**config.mk**
```make
export PLATFORM = sky130hd
export DESIGN_NAME = audio_fifo_drain
export DESIGN_NICKNAME = d
export VERILOG_FILES = /design/src/rtl/audio_drain_pkg.sv /design/src/rtl/audio_rate_tick.sv /design/src/rtl/audio_fifo_drain.sv
export SDC_FILE = /design/constraint.sdc
export NUM_CORES = 1
export LEC_CHECK = 0
export ABC_AREA = 1
export BUFFER_PORTS_ARGS = -buffer_cell sky130_fd_sc_hd__buf_2
export CAP_MARGIN = 10
export CORE_MARGIN = 2
export CORE_UTILIZATION = 61
export DETAILED_ROUTE_END_ITERATION = 12
export PLACE_DENSITY = 0.95
export SYNTH_ARGS = -nofsm -noshare
export SYNTH_HDL_FRONTEND = slang
export SYNTH_SLANG_ARGS = --single-unit
```
**constraint.sdc**
```tcl
create_clock -name clk_clk -period 3.2 [get_ports clk_clk]
set_input_delay 0.64 -clock clk_clk [delete_from_list [all_inputs] [get_ports clk_clk]]
set_output_delay 0.64 -clock clk_clk [all_outputs]
set_load 0.03 [all_outputs]
```
**src/rtl/audio_drain_pkg.sv**
```systemverilog
// audio_drain_pkg: shared types and constants for the audio FIFO drain block.
`timescale 1ns/1ps
package audio_drain_pkg;

  localparam int DATA_W_DEF = 32;
  localparam int UCNT_W_DEF = 16;
  localparam int MIN_PERIOD = 4;
  localparam int CNT_W      = 32;

  typedef enum logic [1:0] {
    IDLE  = 2'd0,
    WAIT  = 2'd1,
    READ  = 2'd2,
    LATCH = 2'd3
  } state_t;

  // Effective sample period: anything shorter than MIN_PERIOD is stretched,
  // so a READ/LATCH pair always fits inside one period.
  function automatic logic [CNT_W-1:0] eff_period(input logic [CNT_W-1:0] div);
    return (div < CNT_W'(MIN_PERIOD)) ? CNT_W'(MIN_PERIOD) : div;
  endfunction

endpackage

```
**src/rtl/audio_rate_tick.sv**
```systemverilog
// audio_rate_tick: sample-period down-counter. Loads P-1 on load_i, counts
// down while run_i, ticks for one cycle at zero and reloads P-1, so ticks are
// exactly P run-cycles apart. div_freq_i is only looked at on (re)load.
`timescale 1ns/1ps
module audio_rate_tick
  import audio_drain_pkg::*;
(
  input  logic             clk_i,
  input  logic             rst_ni,
  input  logic             load_i,
  input  logic             run_i,
  input  logic [CNT_W-1:0] div_freq_i,
  output logic             tick_o
);

  logic [CNT_W-1:0] cnt_q, cnt_d;
  logic [CNT_W-1:0] reload;

  assign reload = eff_period(div_freq_i) - CNT_W'(1);
  assign tick_o = run_i && (cnt_q == '0);

  // Next count: load, wrap-on-tick, decrement, or freeze.
  always_comb begin
    cnt_d = cnt_q;
    if (load_i)
      cnt_d = reload;
    else if (run_i)
      cnt_d = (cnt_q == '0) ? reload : cnt_q - CNT_W'(1);
  end

  // Counter register.
  always_ff @(posedge clk_i or negedge rst_ni) begin
    if (!rst_ni) cnt_q <= '0;
    else         cnt_q <= cnt_d;
  end

endmodule

```
**src/rtl/audio_fifo_drain.sv**
```systemverilog
// audio_fifo_drain: pulls one stereo word from a normal-mode FIFO every
// sample period and presents it as left/right with a one-cycle strobe.
// Optional build macro AUDIO_DRAIN_FLUSH_EN: while stopped, empty the FIFO.
`timescale 1ns/1ps
module audio_fifo_drain
  import audio_drain_pkg::*;
#(
  parameter int DATA_W = DATA_W_DEF,
  parameter int UCNT_W = UCNT_W_DEF
) (
  input  logic                clk_clk,
  input  logic                reset_reset_n,
  input  logic [31:0]         div_freq,
  input  logic                pause,
  input  logic                stop,
  input  logic                fifo_empty,
  output logic                fifo_rdreq,
  input  logic [DATA_W-1:0]   fifo_q,
  output logic [DATA_W/2-1:0] audio_left,
  output logic [DATA_W/2-1:0] audio_right,
  output logic                sample_valid,
  output logic                underrun,
  output logic [UCNT_W-1:0]   underrun_cnt,
  input  logic                underrun_clr
);

  localparam int HW = DATA_W / 2;

  state_t            state_q;
  logic              rdreq_q;
  logic [HW-1:0]     left_q, right_q;
  logic              sv_q;
  logic              ur_q;
  logic [UCNT_W-1:0] ucnt_q;

  logic tick, tick_load, tick_run, ur_evt;

  // Leaving IDLE arms the counter; pause only freezes it in WAIT so an
  // in-flight READ/LATCH always completes.
  assign tick_load = (state_q == IDLE) && !stop;
  assign tick_run  = !stop && ((state_q == READ) || (state_q == LATCH) ||
                               ((state_q == WAIT) && !pause));
  assign ur_evt    = (state_q == WAIT) && !stop && tick && fifo_empty;

  audio_rate_tick u_tick (
    .clk_i      (clk_clk),
    .rst_ni     (reset_reset_n),
    .load_i     (tick_load),
    .run_i      (tick_run),
    .div_freq_i (div_freq),
    .tick_o     (tick)
  );

  // Main FSM with registered rdreq and sample outputs; stop wins over all.
  always_ff @(posedge clk_clk or negedge reset_reset_n) begin
    if (!reset_reset_n) begin
      state_q <= IDLE;
      rdreq_q <= 1'b0;
      left_q  <= '0;
      right_q <= '0;
      sv_q    <= 1'b0;
    end else if (stop && (state_q != IDLE)) begin
      // A word popped in READ is simply never latched.
      state_q <= IDLE;
      rdreq_q <= 1'b0;
      left_q  <= '0;
      right_q <= '0;
      sv_q    <= 1'b0;
    end else begin
      case (state_q)
        IDLE: begin
          left_q  <= '0;
          right_q <= '0;
          sv_q    <= 1'b0;
`ifdef AUDIO_DRAIN_FLUSH_EN
          rdreq_q <= stop && !fifo_empty;
`else
          rdreq_q <= 1'b0;
`endif
          if (!stop) state_q <= WAIT;
        end
        WAIT: begin
          sv_q <= 1'b0;
          if (tick && !fifo_empty) begin
            rdreq_q <= 1'b1;
            state_q <= READ;
          end
        end
        READ: begin
          rdreq_q <= 1'b0;
          state_q <= LATCH;
        end
        LATCH: begin
          // fifo_q is valid here, one cycle after the rdreq cycle.
          left_q  <= fifo_q[DATA_W-1:HW];
          right_q <= fifo_q[HW-1:0];
          sv_q    <= 1'b1;
          state_q <= WAIT;
        end
      endcase
    end
  end

  // Sticky underrun flag and saturating count; a clear coincident with an
  // event clears first, then counts that event.
  always_ff @(posedge clk_clk or negedge reset_reset_n) begin
    if (!reset_reset_n) begin
      ur_q   <= 1'b0;
      ucnt_q <= '0;
    end else if (underrun_clr) begin
      ur_q   <= ur_evt;
      ucnt_q <= ur_evt ? UCNT_W'(1) : '0;
    end else if (ur_evt) begin
      ur_q <= 1'b1;
      if (!(&ucnt_q)) ucnt_q <= ucnt_q + UCNT_W'(1);
    end
  end

  assign fifo_rdreq   = rdreq_q;
  assign audio_left   = left_q;
  assign audio_right  = right_q;
  assign sample_valid = sv_q;
  assign underrun     = ur_q;
  assign underrun_cnt = ucnt_q;

endmodule
```
# Word-level counts from Yosys, hierarchy flattened
# Index checks and enable logic that the tools add are counted.
[classes] n_addsub=3 n_lt_le_gt_ge=1 n_eq_ne=6 n_mux=23 n_reduce_logical=28
[op_table] op="32-bit two-way mux" n=4
[op_table] op="16-bit two-way mux" n=5
[op_table] op="16-bit one-hot mux with 2 select lines" n=2
[op_table] op="32-bit by 1-bit subtractor with 32-bit output, second input constant" n=2
[op_table] op="32-bit logical NOT" n=1
[op_table] op="32-bit by 3-bit < comparator with 1-bit output, second input constant" n=1
[op_table] op="16-bit by 1-bit adder with 16-bit output, second input constant" n=1
[op_table] op="16-bit AND reduction" n=1
[op_table] op="1-bit logical AND" n=9
[op_table] op="3-bit nonzero test" n=3
[op_table] op="2-bit one-hot mux with 4 select lines" n=1
[op_table] op="1-bit two-way mux" n=6
[op_table] op="2-bit two-way mux" n=3
[op_table] op="2-bit AND reduction" n=3
[op_table] op="2-bit nonzero test" n=3
[op_table] op="2-bit equality test, second input constant" n=2
[op_table] op="1-bit one-hot mux with 2 select lines" n=2
[op_table] op="2-bit OR reduction" n=2
[op_table] op="1-bit logical NOT" n=3
[op_table] op="3-bit by 1-bit inequality test with 1-bit output, second input constant" n=1
[op_table] op="3-bit by 2-bit inequality test with 1-bit output, second input constant" n=1
[op_table] op="2-bit by 1-bit equality test with 1-bit output, second input constant" n=1
[op_table] op="2-bit logical NOT" n=1
[op_table] op="1-bit logical OR" n=2
[op_table] op="2-bit inequality test, second input constant" n=1
[totals] reg_bits=85 inputBits=70 out_inout_bits=51

# Longest topological paths before layout
# Gate-level depths: netlist of run 1.
[depth] word_depth=9 ltp_mapped=15

# Cells and area by module
# A second synthesis of run 1 with hierarchy kept.
[unflattened] cells_unflattened=892 area_unflattened_um2=6177.2
[by_module_without_submodules] mod="audio_rate_tick" instances=1 cells_each=562 area_each_um2=3448.3
[by_module_without_submodules] mod="audio_fifo_drain" instances=1 cells_each=330 area_each_um2=2728.9

# Worst setup path after synthesis of run 1
# Ideal clock, no wire load.
[synth_path] path_kind="input to register" startpoint="in div_freq[12]" endpoint="reg u_tick.cnt_q[10]" setup_time_ns=0.118 arrival_ns=2.083 path_slack_ns=0.999 stages=15 n_path_buf=0 path_cell_list="nor2_2 > nand2_1 > nor2_1 > nand2_1 > inv_1 > nand2_2 > nand2_1 > ha_1 > nand3_1 > inv_2 > nand2_1 > o21ai_0 > nand3_1 > nand3_1 > nand2_1"
[synth_via] elab_chain_len=6
[synth_lines] element="from (decl)" line_no="audio_fifo_drain.sv:13" text="input logic [31:0] div_freq,"
[synth_lines] element="32-bit by 3-bit < comparator with 1-bit output (*)" line_no="audio_drain_pkg.sv:20" text="return (div < CNT_W'(MIN_PERIOD)) ? CNT_W'(MIN_PERIOD) : div;"
[synth_lines] element="32-bit two-way mux (*)" line_no="audio_drain_pkg.sv:20"
[synth_lines] element="32-bit by 1-bit subtractor with 32-bit output (*)" line_no="audio_rate_tick.sv:19" text="assign reload = eff_period(div_freq_i) - CNT_W'(1);"
[synth_lines] element="32-bit two-way mux" line_no="audio_rate_tick.sv:28" text="cnt_d = (cnt_q == '0) ? reload : cnt_q - CNT_W'(1);"
[synth_lines] element="32-bit two-way mux" line_no="audio_rate_tick.sv:27" text="else if (run_i)"
[synth_lines] element="32-bit two-way mux (*)" line_no="audio_rate_tick.sv:25" text="if (load_i)"
[synth_lines] element="to (signal assigned)" line_no="audio_rate_tick.sv:34" text="else cnt_q <= cnt_d;"
[synth_lines] element="to (decl)" line_no="audio_rate_tick.sv:16" text="logic [CNT_W-1:0] cnt_q, cnt_d;"
# Mark *: on every way between the ends. The rest lies on a longest branch, timed or not. The select of a mux whose other input is x is not followed.
# A chain may end at the register's enable or synchronous reset.

# Worst setup path in the final report of run 1
[layout_path] startpoint="reg ucnt_q[0] (netlist: underrun_cnt[0])" endpoint="reg ucnt_q[7] (netlist: underrun_cnt[7])"
[layout_via] elab_chain_len=4 elab_cells_between_ends=7 classes_between="add/sub (1); eq/ne (1); mux (3); reduce/logical (2)"
[layout_lines] element="from (decl)" line_no="audio_fifo_drain.sv:34" text="logic [UCNT_W-1:0] ucnt_q;"
[layout_lines] element="from (signal assigned)" line_no="audio_fifo_drain.sv:112" text="ucnt_q <= ur_evt ? UCNT_W'(1) : '0;"
[layout_lines] element="from (signal assigned)" line_no="audio_fifo_drain.sv:115" text="if (!(&ucnt_q)) ucnt_q <= ucnt_q + UCNT_W'(1);"
[layout_lines] element="16-bit by 1-bit adder with 16-bit output" line_no="audio_fifo_drain.sv:115"
[layout_lines] element="16-bit two-way mux" line_no="audio_fifo_drain.sv:115"
[layout_lines] element="16-bit two-way mux" line_no="audio_fifo_drain.sv:113" text="end else if (ur_evt) begin"
[layout_lines] element="16-bit two-way mux" line_no="audio_fifo_drain.sv:110" text="end else if (underrun_clr) begin"
# Several ways; a longest one is shown, not always the timed one. The select of a mux whose other input is x is not followed.

==> Implementation_results.wiki, run 1 <==
{| class="wikitable"
! Metric !! Value
|-
| Total I/O pin count || 121
|-
| DRC violations left || 0
|-
| Category of the worst setup path launch point || register
|-
| Crit-path cells || ha_1 -> nand2_1 -> inv_1 -> nand2_2 -> inv_2 -> nand2_1 -> or4_4 -> nand2_2 -> inv_2 -> nand4_1 -> o21ai_1
|-
| Total setup buffers inserted after CTS || 0
|-
| Post-synth top flop || sky130_fd_sc_hd__dfrtp_1
|-
| Average cell area after synthesis || 6.722 µm²
|-
| Number of search-and-repair iterations in the first detailed-routing pass || 5
|-
| Number of inserted filler cells in the final layout || 756
|-
| Resized cells post-CTS || 0
|-
| Number of synthesized flops with an enable pin || 0
|-
| Transition time at the pin with the least slew margin || 1.052 ns
|-
| Final critical delay including setup and external delays || 2.426 ns
|-
| Root cell of the clock tree || sky130_fd_sc_hd__clkbuf_8
|-
| Starting DRT DRC Count || 552
|-
| Count of state elements after synthesis || 85
|-
| Max Clock Skew || 0.01780 ns
|-
| Unrepaired setup endpoints after global routing || false
|-
| Leading cell types by count after synthesis || sky130_fd_sc_hd__nand2_1, sky130_fd_sc_hd__nor2_1, sky130_fd_sc_hd__inv_1
|-
| Cell count after synthesis || 895
|-
| Effective utilization at floorplan || 62.12%
|-
| Hold_buf cts || 0
|-
| Area of the core region || 9684 µm²
|-
| Worst-skew pair later-pin latency || 0.37 ns
|-
| Clock slew seen by the registers of the worst setup and hold paths || 0.09 ns
|-
| Number of max-capacitance violations reported || 0
|-
| Kind of end point of the critical path || register
|-
| Fin util || 71.58%
|-
| Part of the Yosys area used for sequential elements || 35.36%
|-
| TritonCTS clock tree || yes
|-
| Path category of the worst min-delay check || input pin to async pin
|-
| Most area-hungry cell type in the Yosys netlist || sky130_fd_sc_hd__dfrtp_1
|-
| GRT Resource Usage Total || 32.33%
|-
| Die boundary height || 103.3 µm
|-
| Cell area after placement || 6695 µm²
|-
| Worst slew margin || 29.88%
|-
| Pwr per Cell Area || 696.8 nW/µm²
|-
| Total gr overflow || 0
|-
| Number of antenna violations at the first check in global routing || 0
|-
| Post-layout instance area || 6932 µm²
|-
| Placed cell count || 1127
|-
| Routed Antenna Nets || 0
|-
| Cells taking the most area after synthesis || sky130_fd_sc_hd__dfrtp_1, sky130_fd_sc_hd__nand2_1, sky130_fd_sc_hd__nand3_1
|-
| Critical path fanouts, max || 21
|-
| Part of the cycle the worst path needs || 75.82%
|-
| Slew Limit Fails || 0
|-
| Critical path data required time || 3.45 ns
|-
| Finish-stage setup viols || 0
|-
| CTS sink cnt || 85
|-
| Share of the synthesized area in the top cell type || 35.36%
|-
| Vias in the first global route || 5884
|-
| Total Wirelength || 16630 µm
|-
| Die outline area || 10670 µm²
|-
| Count of yosys warnings during synthesis || 0
|-
| Layout-stage area growth over the synthesis result || 15.22%
|-
| Buffers added on ports || 120
|-
| Most common cell in the synthesized netlist || sky130_fd_sc_hd__nand2_1
|-
| Slowest cell on the critical path || sky130_fd_sc_hd__dfrtp_1
|-
| Non-filler instance count after layout || 1144
|-
| TritonCTS Buffers || 9
|-
| RD Place Congestion || 1.017
|-
| Half-perimeter wire length of the detailed placement result || 12300 µm
|-
| Depth of the CTS H-tree || 3
|-
| Mapped cell area || 6016 µm²
|-
| Ant diodes || 0
|-
| Standby leakage power || 3.643 nW
|-
| Critical setup path kind || register to register
|-
| First-pass GRT wire length || 27200 µm
|-
| Site row count || 36
|-
| Worst EP arrival || 2.68 ns
|-
| Distinct cells, synth || 43
|-
| Max IR drop VDD || 0.0005471 V
|-
| Maximum count of clock buffers along a single path || 2
|-
| Share of final-layout standard cells stronger than drive strength 1 || 19.88%
|-
| RR Endpoint || underrun_cnt[7]$_DFFE_PN0P_
|-
| Critical path's largest stage delay || 0.44 ns
|-
| Number of cells on the worst reg-to-reg path || 11
|-
| Async set-or-reset flop fraction in the synthesized netlist || 100.0%
|-
| Internal reg-to-reg setup slack || 0.77 ns
|-
| Post-layout power || 0.004830 W
|-
| Net count of the mapped netlist || 974
|-
| Total number of vias || 6417
|-
| Final layout net count || 1085
|-
| Final routed wire length divided by cell count || 14.53 µm
|-
| Maximum number of pins on one net before global-route repair || 86
|-
| Final sum of negative setup slack || 0 ns
|-
| Horizontal extent of the die || 103.3 µm
|-
| Fmax || 0.4122 GHz
|-
| Worst R2R Start || underrun_cnt[0]$_DFFE_PN0P_
|-
| Detailed-route vias per instance || 5.609
|-
| Final Hold Viols || 0
|-
| Run status || completed
|}
registers in the layout, summed over array words and instances (netlist names):
signal,cells
fifo_rdreq,1
state_q,2
underrun_cnt,16
sample_valid,1
audio_left,16
audio_right,16
u_tick.cnt_q,32
underrun,1
how the worst max path moves through the flow:
stage / startpoint / end / slack [ns]
after floorplan: div_freq[12] / u_tick.cnt_q[10]$_DFFE_PN0P_ / 1.0
after global placement: div_freq[12] / u_tick.cnt_q[10]$_DFFE_PN0P_ / 0.64
after detailed placement: div_freq[12] / u_tick.cnt_q[26]$_DFFE_PN0P_ / 0.55
after CTS: underrun_cnt[0]$_DFFE_PN0P_ / underrun_cnt[7]$_DFFE_PN0P_ / 0.80
after global routing: underrun_cnt[0]$_DFFE_PN0P_ / underrun_cnt[5]$_DFFE_PN0P_ / 0.61
final: underrun_cnt[0]$_DFFE_PN0P_ / underrun_cnt[7]$_DFFE_PN0P_ / 0.77
per-stage QoR:
step                worst slack (ns)  hold slack [ns]
floorplan                     0.9987           0.3444
global placement              0.6410           0.4577
detailed placement            0.5455           0.4606
CTS                           0.7987           0.4743
global route                  0.6071           0.4921
finish                        0.7737           0.4604
critical path, delay by kind of cell (launching register included):
family	cells	cell delay [ns]
buffers and inverters	3	0.35
adders and majority gates	1	0.23
DFF	1	0.44
AOI/OAI and AO/OA	1	0.07
and+or+nand+nor	6	1.20
cells in the final DEF (no fill, tap or decap), types with 12 or more instances in the layout:
cell type / n
sky130_fd_sc_hd__nand4_1: 17
sky130_fd_sc_hd__a21oi_1: 28
sky130_fd_sc_hd__inv_2: 14
sky130_fd_sc_hd__inv_1: 106
sky130_fd_sc_hd__nor2_1: 110
sky130_fd_sc_hd__xor2_1: 23
sky130_fd_sc_hd__buf_2: 119
sky130_fd_sc_hd__nand2_1: 237
sky130_fd_sc_hd__nor2_2: 12
sky130_fd_sc_hd__dfrtp_1: 85
sky130_fd_sc_hd__o21ai_0: 41
sky130_fd_sc_hd__nor3_1: 18
sky130_fd_sc_hd__nand3_1: 97
cells by family (layout without fill, tap and decap cells):
kind of cell | after synthesis | count (layout) | share of synthesized area (%)
adder cells (fa/ha/maj) | 9 | 9 | 1.872
buffers and inverters | 147 | 263 | 9.692
AO/OA/AOI/OAI | 103 | 103 | 10.34
flip-flops | 85 | 85 | 35.36
AND/OR/NAND/NOR | 525 | 525 | 38.96
XOR/XNOR | 26 | 26 | 3.785
where the power goes:
part           internal (W)  switching (W)
Combinational      0.000695        0.00161
Clock              0.000389       0.000455
Sequential          0.00137       0.000304
per-layer routing:
layer | wire, µm | vias to the layer above | global-route usage [%]
met1 | 7027 | 2964 | 44.63
met4 | 591 | 0 | 12.65
met5 | 0 | - | 0
met3 | 1299 | 55 | 6.250
li1 | - | 3090 | -
met2 | 7707 | 308 | 50.60
layout make-up:
class,instances,area [µm²],share of cell area [%]
Multi-Input combinational cell,663,3311,47.76
Clock inverter,7,97.59,1.408
Sequential cell,85,2127,30.69
Inverter,122,457.9,6.606
Tap cell,133,166.4,2.401
Clock buffer,9,123.9,1.787
Timing Repair Buffer,125,648.1,9.350
(Power assumes the default switching activity.)
==> run 2: changes to the inputs <==
--- a/config.mk
+++ b/config.mk
@@ -9,9 +9,9 @@
 export BUFFER_PORTS_ARGS = -buffer_cell sky130_fd_sc_hd__buf_2
 export CAP_MARGIN = 10
 export CORE_MARGIN = 2
-export CORE_UTILIZATION = 61
+export CORE_UTILIZATION = 56
 export DETAILED_ROUTE_END_ITERATION = 12
-export PLACE_DENSITY = 0.95
+export PLACE_DENSITY = 0.9
 export SYNTH_ARGS = -nofsm -noshare
 export SYNTH_HDL_FRONTEND = slang
 export SYNTH_SLANG_ARGS = --single-unit
==> constraint.sdc (replaced) <==
create_clock -name clk_clk -period 2.38 [get_ports clk_clk]
set_input_delay 0.476 -clock clk_clk [delete_from_list [all_inputs] [get_ports clk_clk]]
set_output_delay 0.476 -clock clk_clk [all_outputs]
set_load 0.03 [all_outputs]
==> Implementation_results.wiki, run 2 (synthesized netlist as in run 1, its figures left out) <==
{| class="wikitable"
! Metric !! Value
|-
| Vias in the first global route || 5882 (was 5884)
|-
| Finish-stage setup viols || 0 (unchanged)
|-
| Cell area after placement || 6837 µm² (was 6695 µm²)
|-
| FF/Latch Area || 2127 µm² (unchanged)
|-
| Buffers added on ports || 120 (unchanged)
|-
| Routed Antenna Nets || 0 (unchanged)
|-
| Maximum number of pins on one net before global-route repair || 40 (was 86)
|-
| CTS sink cnt || 85 (unchanged)
|-
| Depth of the CTS H-tree || 3 (unchanged)
|-
| Critical path fanouts, max || 11 (was 21)
|-
| Path category of the worst min-delay check || input pin to async pin (unchanged)
|-
| Pwr per Cell Area || 944.8 nW/µm² (was 696.8 nW/µm²)
|-
| Post-layout instance area || 7156 µm² (was 6932 µm²)
|-
| Number of antenna violations at the first check in global routing || 0 (unchanged)
|-
| Hold_ws || 0.06791 ns (was 0.4604 ns)
|-
| CP top delay family || simple AND/OR/NAND/NOR gates (unchanged)
|-
| Crit-path cells || ha_1 -> nand2_1 -> inv_1 -> nand2_2 -> inv_2 -> nand2_1 -> or4_4 -> nand2_2 -> inv_2 -> nand3_1 -> o21ai_1 (was ha_1 -> nand2_1 -> inv_1 -> nand2_2 -> inv_2 -> nand2_1 -> or4_4 -> nand2_2 -> inv_2 -> nand4_1 -> o21ai_1)
|-
| Kind of end point of the critical path || register (unchanged)
|-
| Final routed wire length divided by cell count || 14.71 µm (was 14.53 µm)
|-
| Starting DRT DRC Count || 544 (was 552)
|-
| Number of cells on the worst reg-to-reg path || 11 (unchanged)
|-
| Detailed-route vias per instance || 5.532 (was 5.609)
|-
| Most common library cell in the layout ignoring fill and taps || sky130_fd_sc_hd__nand2_1 (unchanged)
|-
| TritonCTS Buffers || 9 (unchanged)
|-
| Placed cell count || 1145 (was 1127)
|-
| Internal reg-to-reg setup slack || 0.22 ns (was 0.77 ns)
|-
| Critical path's largest stage delay || 0.45 ns (was 0.44 ns)
|-
| Final critical delay including setup and external delays || 2.161 ns (was 2.426 ns)
|-
| Worst-skew pair later-pin latency || 0.35 ns (was 0.37 ns)
|-
| Top register by number of flip-flops || u_tick.cnt_q (unchanged)
|-
| Critical setup path kind || register to register (unchanged)
|-
| Fmax || 0.4627 GHz (was 0.4122 GHz)
|-
| Part of the cycle the worst path needs || 90.80% (was 75.82%)
|-
| Hold_buf cts || 0 (unchanged)
|-
| Half-perimeter wire length of the detailed placement result || 12640 µm (was 12300 µm)
|-
| RD Place Congestion || 1.051 (was 1.017)
|-
| Unrepaired setup endpoints after global routing || false (unchanged)
|-
| Total Wirelength || 17150 µm (was 16630 µm)
|-
| Die boundary height || 107.6 µm (was 103.3 µm)
|-
| Critical path data required time || 2.62 ns (was 3.45 ns)
|-
| Slowest cell on the critical path || sky130_fd_sc_hd__or4_4 (was sky130_fd_sc_hd__dfrtp_1)
|-
| Clock slew seen by the registers of the worst setup and hold paths || 0.09 ns (about the same)
|-
| Die outline area || 11590 µm² (was 10670 µm²)
|-
| Run status || completed (unchanged)
|-
| Share of final-layout standard cells stronger than drive strength 1 || 21.65% (was 19.88%)
|-
| Final layout net count || 1104 (was 1085)
|-
| Final sum of negative setup slack || 0 ns (unchanged)
|-
| Most frequent cells in the layout || sky130_fd_sc_hd__nand2_1, sky130_fd_sc_hd__buf_2, sky130_fd_sc_hd__nor2_1 (unchanged)
|-
| Number of max-capacitance violations reported || 0 (unchanged)
|-
| Transition time at the pin with the least slew margin || 0.6774 ns (was 1.052 ns)
|-
| TritonCTS clock tree || yes (unchanged)
|-
| Total I/O pin count || 121 (unchanged)
|-
| Fin util || 69.00% (was 71.58%)
|-
| Crit path buf inv count || 3 (unchanged)
|-
| RR Endpoint || underrun_cnt[1]$_DFFE_PN0P_ (was underrun_cnt[7]$_DFFE_PN0P_)
|-
| Amount of wire on met3 after detailed routing || 1439 µm (was 1299 µm)
|-
| Maximum count of clock buffers along a single path || 2 (unchanged)
|-
| Number of inserted filler cells in the final layout || 864 (was 756)
|-
| Root cell of the clock tree || sky130_fd_sc_hd__clkbuf_8 (unchanged)
|-
| Slew Limit Fails || 0 (unchanged)
|-
| First-pass GRT wire length || 27940 µm (was 27200 µm)
|-
| Effective utilization at floorplan || 58.01% (was 62.12%)
|-
| Standby leakage power || 3.751 nW (was 3.643 nW)
|-
| Met2 wirelength from detailed routing || 8082 µm (was 7707 µm)
|-
| Worst R2R Start || underrun_cnt[0]$_DFFE_PN0P_ (unchanged)
|-
| Flip-flop count of the largest register, all copies and words added || 32 (unchanged)
|-
| Horizontal extent of the die || 107.6 µm (was 103.3 µm)
|-
| Layout-stage area growth over the synthesis result || 18.95% (was 15.22%)
|-
| Worst slew margin || 54.73% (was 29.88%)
|-
| Final Hold Viols || 0 (unchanged)
|-
| Site row count || 37 (was 36)
|-
| GRT Resource Usage Total || 30.25% (was 32.33%)
|-
| Worst EP arrival || 2.40 ns (was 2.68 ns)
|-
| Total gr overflow || 0 (unchanged)
|-
| Total number of vias || 6450 (was 6417)
|-
| Max IR drop VDD || 0.001260 V (was 0.0005471 V)
|-
| Total routed wire length on the met1 layer || 7335 µm (was 7027 µm)
|-
| Ant diodes || 0 (unchanged)
|-
| Area of the multi-input gates || 3321 µm² (was 3311 µm²)
|-
| Category of the worst setup path launch point || register (unchanged)
|-
| Area of the core region || 10370 µm² (was 9684 µm²)
|-
| Number of search-and-repair iterations in the first detailed-routing pass || 6 (was 5)
|-
| Non-filler instance count after layout || 1166 (was 1144)
|-
| Max Clock Skew || 0.007846 ns (was 0.01780 ns)
|-
| DRC violations left || 0 (unchanged)
|-
| Top layer in use || met4 (unchanged)
|}
[run 2: cell count changes in the layout (fill, tap and decap cells not counted), sizes merged]
cell / change
buf: +18
inv: -5
bufinv: +2
clkinv: +2
clkinvlp: +2
[run 2: layer usage]
metal | global-route usage, % | up-vias
met5 | 0 | -
met3 | 5.872 | 24
li1 | - | 3131
met1 | 42.57 | 3004
met4 | 6.410 | 0
met2 | 48.74 | 291
[run 2: how the worst max path moves through the flow]
stage                                           start                      endpoint  cells after the start
after floorplan           underrun_cnt[0]$_DFFE_PN0P_  underrun_cnt[10]$_DFFE_PN0P_                     12
after global placement                   div_freq[11]  u_tick.cnt_q[24]$_DFFE_PN0P_                     15
after detailed placement                 div_freq[19]  u_tick.cnt_q[18]$_DFFE_PN0P_                     16
after CTS                      state_q[1]$_DFFE_PN0P_    audio_left[10]$_DFFE_PN0P_                      6
after global routing           state_q[1]$_DFFE_PN0P_   underrun_cnt[1]$_DFFE_PN0P_                     12
final                     underrun_cnt[0]$_DFFE_PN0P_   underrun_cnt[1]$_DFFE_PN0P_                     11
[run 2: power breakdown]
| group | switching (W) | internal [W] | total, W |
|---|---|---|---|
| clock network | 0.000543 | 0.000703 | 0.00125 |
| registers | 0.000411 | 0.00185 | 0.00226 |
| logic | 0.00222 | 0.00103 | 0.00325 |
| total | 0.00317 | 0.00359 | 0.00676 |
[run 2: worst reg2reg max path: cells and delay by family (launching register included)]
| family | cells | cell delay, ns |
|---|---|---|
| flops | 1 | 0.44 |
| compound gates | 1 | 0.09 |
| buf+inv | 3 | 0.30 |
| fa+ha+maj | 1 | 0.22 |
| simple gates | 6 | 1.00 |
[run 2: through the flow]
step           worst slack [ns]  total power, W
6_report                 0.2190        0.006761
5_1_grt                0.008892        0.007258
4_1_cts                  0.1340        0.006530
3_5_place_dp          -0.007433        0.005249
3_3_place_gp            0.06171        0.005173
2_1_floorplan            0.3301        0.004445
[run 2: final cells by class]
cell class,instances,share of cell area (%)
Clock buffer,9,1.731
Timing Repair Buffer,143,11.47
Tap cell,136,2.378
Sequential cell,85,29.73
Timing Repair inverter,1,0.1049
Multi-Input combinational cell,663,46.41
Inverter,122,6.487
Clock inverter,7,1.696
[run 2: what timing repair did]
action	in CTS	in global routing
gates resized for setup	0	7
setup buffers	0	3
setup endpoints to repair	0	16
